File: src/rtl/divisor_seq.sv
// Multi-cycle radix-2 restoring divider, one quotient bit per clock.
// Define DIVISOR_SIGNED_EN for two's-complement operands and results.
module divisor_seq #(
   parameter int unsigned WIDTH = 8
) (
   input  logic             CLK,
   input  logic             RST,
   input  logic             start,
   input  logic [WIDTH-1:0] Num,
   input  logic [WIDTH-1:0] Den,
   output logic             busy,
   output logic             done,
   output logic             er,
   output logic [WIDTH-1:0] Coc,
   output logic [WIDTH-1:0] Res
);
   localparam int unsigned     CNT_W = $clog2(WIDTH + 1);
   localparam logic [CNT_W-1:0] LAST = CNT_W'(WIDTH - 1);

   typedef enum logic [1:0] {IDLE, CALC, DONE} state_t;

   state_t           state, state_nxt;
   logic [CNT_W-1:0] cnt, cnt_nxt;
   logic [WIDTH-1:0] rem, rem_nxt;
   logic [WIDTH-1:0] quo, quo_nxt;
   logic [WIDTH-1:0] dvs, dvs_nxt;
   logic [WIDTH-1:0] coc_nxt, res_nxt;
   logic             busy_nxt, done_nxt, er_nxt;
   logic [WIDTH:0]   shifted, diff;
   logic             qbit;
   logic [WIDTH-1:0] rem_step, q_fin;
`ifdef DIVISOR_SIGNED_EN
   localparam logic [WIDTH-1:0] SMIN = {1'b1, {(WIDTH-1){1'b0}}};
   logic neg_q, neg_q_nxt, neg_r, neg_r_nxt, ovf, ovf_nxt;
`endif

   // One restoring step; the extra bit keeps divisors near 2^WIDTH-1 exact
   assign shifted  = {rem, quo[WIDTH-1]};
   assign diff     = shifted - {1'b0, dvs};
   assign qbit     = (shifted >= {1'b0, dvs});
   assign rem_step = qbit ? diff[WIDTH-1:0] : shifted[WIDTH-1:0];
   assign q_fin    = {quo[WIDTH-2:0], qbit};

   always_ff @(posedge CLK or negedge RST) begin
      if (!RST) begin
         state <= IDLE;
         cnt   <= '0;
         rem   <= '0;
         quo   <= '0;
         dvs   <= '0;
         busy  <= 1'b0;
         done  <= 1'b0;
         er    <= 1'b0;
         Coc   <= '0;
         Res   <= '0;
`ifdef DIVISOR_SIGNED_EN
         neg_q <= 1'b0;
         neg_r <= 1'b0;
         ovf   <= 1'b0;
`endif
      end else begin
         state <= state_nxt;
         cnt   <= cnt_nxt;
         rem   <= rem_nxt;
         quo   <= quo_nxt;
         dvs   <= dvs_nxt;
         busy  <= busy_nxt;
         done  <= done_nxt;
         er    <= er_nxt;
         Coc   <= coc_nxt;
         Res   <= res_nxt;
`ifdef DIVISOR_SIGNED_EN
         neg_q <= neg_q_nxt;
         neg_r <= neg_r_nxt;
         ovf   <= ovf_nxt;
`endif
      end
   end

   always_comb begin
      state_nxt = state;
      cnt_nxt   = cnt;
      rem_nxt   = rem;
      quo_nxt   = quo;
      dvs_nxt   = dvs;
      coc_nxt   = Coc;
      res_nxt   = Res;
      er_nxt    = er;
`ifdef DIVISOR_SIGNED_EN
      neg_q_nxt = neg_q;
      neg_r_nxt = neg_r;
      ovf_nxt   = ovf;
`endif
      case (state)
         IDLE: begin
            if (start) begin
               if (Den == '0) begin
                  // Divide by zero resolves immediately, no iterations
                  state_nxt = DONE;
                  er_nxt    = 1'b1;
                  coc_nxt   = '1;
                  res_nxt   = Num;
               end else begin
                  state_nxt = CALC;
                  cnt_nxt   = '0;
                  rem_nxt   = '0;
`ifdef DIVISOR_SIGNED_EN
                  quo_nxt   = Num[WIDTH-1] ? (~Num + WIDTH'(1)) : Num;
                  dvs_nxt   = Den[WIDTH-1] ? (~Den + WIDTH'(1)) : Den;
                  neg_q_nxt = Num[WIDTH-1] ^ Den[WIDTH-1];
                  neg_r_nxt = Num[WIDTH-1];
                  ovf_nxt   = (Num == SMIN) && (Den == '1);
`else
                  quo_nxt   = Num;
                  dvs_nxt   = Den;
`endif
               end
            end
         end
         CALC: begin
            quo_nxt = q_fin;
            rem_nxt = rem_step;
            cnt_nxt = cnt + CNT_W'(1);
            if (cnt == LAST) begin
               state_nxt = DONE;
`ifdef DIVISOR_SIGNED_EN
               // Truncating sign fix-up folded into the result load
               coc_nxt = neg_q ? (~q_fin + WIDTH'(1)) : q_fin;
               res_nxt = neg_r ? (~rem_step + WIDTH'(1)) : rem_step;
               er_nxt  = ovf;
`else
               coc_nxt = q_fin;
               res_nxt = rem_step;
               er_nxt  = 1'b0;
`endif
            end
         end
         DONE:    state_nxt = IDLE;
         default: state_nxt = IDLE;
      endcase
      busy_nxt = (state_nxt == CALC);
      done_nxt = (state_nxt == DONE);
   end
endmodule
File: config.mk
export PLATFORM = sky130hd
export DESIGN_NAME = divisor_seq
export DESIGN_NICKNAME = d
export VERILOG_FILES = /design/src/rtl/divisor_seq.sv
export SDC_FILE = /design/constraint.sdc
export NUM_CORES = 1
export LEC_CHECK = 0
export CAP_MARGIN = 20
export CORE_ASPECT_RATIO = 1.4
export CORE_MARGIN = 2
export CORE_UTILIZATION = 51
export CTS_BUF_LIST = sky130_fd_sc_hd__clkbuf_4 sky130_fd_sc_hd__clkbuf_8
export DETAILED_ROUTE_END_ITERATION = 10
export GPL_TIMING_DRIVEN = 0
export MAX_ROUTING_LAYER = met4
export PLACE_DENSITY = 0.77
export SYNTH_ARGS = -nofsm -noshare
export SYNTH_HDL_FRONTEND = slang
export SYNTH_SLANG_ARGS = --single-unit
export TNS_END_PERCENT = 10
File: constraint.sdc
create_clock -name CLK -period 2.05 [get_ports CLK]
set_input_delay 0.3075 -clock CLK [delete_from_list [all_inputs] [get_ports CLK]]
set_output_delay 0.3075 -clock CLK [all_outputs]
set_load 0.02 [all_outputs]
==> impl_summary.log <==
[metrics] Post-Route Skew: 0.008527 ns
[metrics] post-synthesis instance total: 292
[metrics] wire length of the first global-routing pass: 11060 um
[metrics] Synth Area in Compound Gates: 0.2105
[metrics] kind of end point of the critical path: flip-flop
[metrics] initial DRC count: 205
[metrics] biggest cell delay along the critical path: 0.45 ns
[metrics] Top cell by count, worst path: sky130_fd_sc_hd__o211ai_1
[metrics] leading area contributor after synthesis: sky130_fd_sc_hd__dfrtp_1
[metrics] YS warnings: 0
[metrics] number of failing hold endpoints at the final stage: 0
[metrics] DR pass1 iterations: 5
[metrics] antenna diode count: 0
[metrics] maximum number of pins on one net before global-route repair: 38
[metrics] Port Buffers: 37
[metrics] root buf cell: sky130_fd_sc_hd__clkbuf_8
[metrics] Detail Placement HPWL: 5088 um
[metrics] final number of max-transition violations: 0
[metrics] number of clock sinks seen by CTS: 49
[metrics] CTS Buf Count: 5
[metrics] count of buffer and inverter cells on the critical path: 1
[metrics] main flop type after synthesis: sky130_fd_sc_hd__dfrtp_1
[metrics] Routed WL per cell: 16.81 um
[metrics] family with the most delay on the worst path: compound AO/OA/AOI/OAI gates
[metrics] Setup crit start kind: flip-flop
[metrics] number of vias per cell: 5.825
[metrics] largest family of logic cells by synthesized area: simple AND/OR/NAND/NOR gates
[metrics] TritonCTS clock tree: done
[metrics] Worst-path clk slew: 0.09 ns
[metrics] x dimension of the die: 65.21 um
[metrics] share of the synthesized netlist area taken by xor and xnor gates: 0.01310
[metrics] shortest clock period the worst path allows after layout: 2.107 ns
[metrics] starting density of the core: 0.5225
[metrics] core area: 5120 um^2
[metrics] non-filler instance count after layout: 411
[metrics] worst max-slew margin expressed relative to the limit: 0.6381
[metrics] DIE AREA: 5849 um^2
[metrics] DRC Markers: 0
[metrics] fraction of layout instances using a drive strength above 1: 0.1623
[metrics] Crit path required time: 2.23 ns
[metrics] critical path cell sequence: ha_4 -> and3_4 -> and3_1 -> o31a_1 -> buf_6 -> o211ai_1 -> o211ai_1
[metrics] total I/O pin count: 38
[metrics] top-area cell type share of the netlist area: 0.4584
[metrics] height of the die: 89.70 um
[metrics] synthesized net count: 321
[metrics] setup violation total in the final timing report: 4
[metrics] power per cell area: 1839 nW/um^2
[metrics] basic-gate share of the synthesized area counting and, or, nand and nor cells: 0.2222
[metrics] number of antenna violations at the first check in global routing: 0
[metrics] number of max-cap violations: 0
[metrics] GR Overflow Total: 0
[metrics] maximum vdd ir drop: 1.237 mV
[metrics] worst hold path type: input port to async pin
[metrics] via count: 2394
[metrics] violated checks: setup timing
[metrics] async set-or-reset flop fraction in the synthesized netlist: 1.000
[metrics] result of the run: finished with violations
[metrics] number of enable flip-flop cells after synthesis: 0
[metrics] area growth from synthesis to final layout: 27.46%
[metrics] library cell contributing the largest single delay on the critical path: sky130_fd_sc_hd__dfrtp_2
[metrics] Netlist cell types: 48
[metrics] Worst Slack Setup Final: -0.05674 ns
[metrics] CP arrival: 2.29 ns
[metrics] Global Route Usage Sum: 0.2589
[metrics] CP Max Fanout: 10
[metrics] synthesized-area fraction occupied by adder cells: 0.04958
[metrics] transition time of the tightest slew-check pin: 0.5429 ns
[metrics] final worst path period share: 1.028
[metrics] class of the most critical setup path: flip-flop to flip-flop
[metrics] Highest Clock Rate: 474.7 MHz
[metrics] setup slack after placement: -0.2526 ns
[metrics] RD Place Congestion: 0.8749
[metrics] most frequent cell after synthesis: sky130_fd_sc_hd__dfrtp_1
[metrics] mean instance size in the synthesized netlist: 9.161 um^2
[metrics] register bit total from synthesis: 49
[metrics] Clock Tree Buf Depth: 2
[metrics] wire length reported by the detailed router: 6908 um
[metrics] sequential share of the synthesized area: 0.4584
[metrics] std cell rows: 31
[metrics] post-route antenna net violation count: 0
[metrics] Mapped Area: 2675 um^2
[metrics] unrepaired setup endpoints after global routing: true
[metrics] clock insertion delay at the later pin of the skew report: 0.30 ns
[metrics] static power due to leakage: 1.399 nW
[metrics] maximum level of the CTS H-tree: 2
[metrics] fillers: 441
[metrics] vias in the first global route: 2307
[metrics] Total Nets Final: 373
[metrics] mux share of post-synthesis cell area: 0
[metrics] most common library cells after synthesis: sky130_fd_sc_hd__dfrtp_1, sky130_fd_sc_hd__nand2_1, sky130_fd_sc_hd__nor2_1, sky130_fd_sc_hd__o21ai_0, sky130_fd_sc_hd__a21oi_1
[metrics] Placed Cells: 396
[metrics] synth top area cells: sky130_fd_sc_hd__dfrtp_1, sky130_fd_sc_hd__nand2_1, sky130_fd_sc_hd__ha_1, sky130_fd_sc_hd__nor2_1, sky130_fd_sc_hd__o211ai_1
==> cells in the final DEF (no fill, tap or decap), drive strengths merged, types with 3 or more instances in the layout <==
master / instances
nor2b: 3
dfrtp: 49
o21ai: 22
buf: 20
nand2: 40
nand3: 13
a21oi: 14
ha: 9
a41oi: 3
inv: 11
clkdlybuf4s50: 36
nor3b: 6
nand2b: 3
clkbuf: 13
a31oi: 13
nor2: 24
nor3: 6
o211ai: 11
o21bai: 3
nand4: 8
xor2: 3
and3: 4
==> cell families after synthesis <==
group           after synthesis
compound gates               83
xor+xnor                      4
fa+ha+maj                    10
buf+inv                      30
flops                        49
simple gates                116
==> report_power, final <==
part           leakage, nW  internal, mW  total (mW)  switching, mW
Sequential           0.562          1.43        1.73          0.304
Combinational        0.796          1.74        3.96           2.22
Clock               0.0408         0.254       0.580          0.326
==> flip-flops by register name, summed over array words and instances (netlist names) <==
signal and flops:
Coc 8, Res 8, dvs 8, quo 8, rem 8, cnt 4, state 2, busy 1
done 1, er 1
==> through the flow <==
step / hold slack [ns] / util / setup TNS [ns] / power (mW) / cell area (um^2)
2_1_floorplan: 0.01191 / - / 0 / 4.129 / 2688
3_3_place_gp: 0.4601 / 0.6134 / -39.04 / 5.112 / 3141
3_5_place_dp: 0.2249 / 0.6163 / -4.832 / 5.209 / 3156
4_1_cts: 0.4287 / 0.6522 / -0.1482 / 6.017 / 3339
5_1_grt: 0.4504 / 0.6659 / -0.6815 / 6.734 / 3410
6_report: 0.4198 / 0.6659 / -0.1527 / 6.271 / 3410
==> metal layers <==
metal,vias to the layer above,routed length (um),GRT usage
li1,1161,-,-
met1,1140,2913,0.2959
met2,76,3525,0.4434
met3,17,321,0.05486
met4,0,148,0.1061
met5,-,0,-
==> area by class of cell <==
| type | count | area, um^2 | share of cell area |
|---|---|---|---|
| Sequential cell | 49 | 1229 | 0.3604 |
| Clock buffer | 6 | 76.32 | 0.02239 |
| Multi-Input combinational cell | 213 | 1426 | 0.4183 |
| Buffer | 19 | 98.84 | 0.02899 |
| Clock inverter | 2 | 15.01 | 0.004404 |
| Tap cell | 66 | 82.58 | 0.02422 |
| Inverter | 11 | 41.29 | 0.01211 |
| Timing Repair Buffer | 45 | 440.4 | 0.1292 |
==> path summary, 6_finish.rpt <==
kind	from	endpoint	slack [ns]	cells past startpoint
max	rem[3]	Res[5]	-0.06	7
min	RST	done	0.42	2
max reg2reg	rem[3]	Res[5]	-0.06	7
min reg2reg	er	er	0.49	2
max in group asynchronous	RST	dvs[5]	1.13	3
min in group CLK	er	er	0.49	2
==> what timing repair did <==
action	CTS	global route
pin swaps	2	8
gates resized for setup	17	15
hold buffers	1	0
gates cloned	0	0
hold endpoints to repair	12	0
buffers inserted	2	4
endpoints found under the setup margin	21	19
No activity file was read; power rests on OpenSTA's default activity.
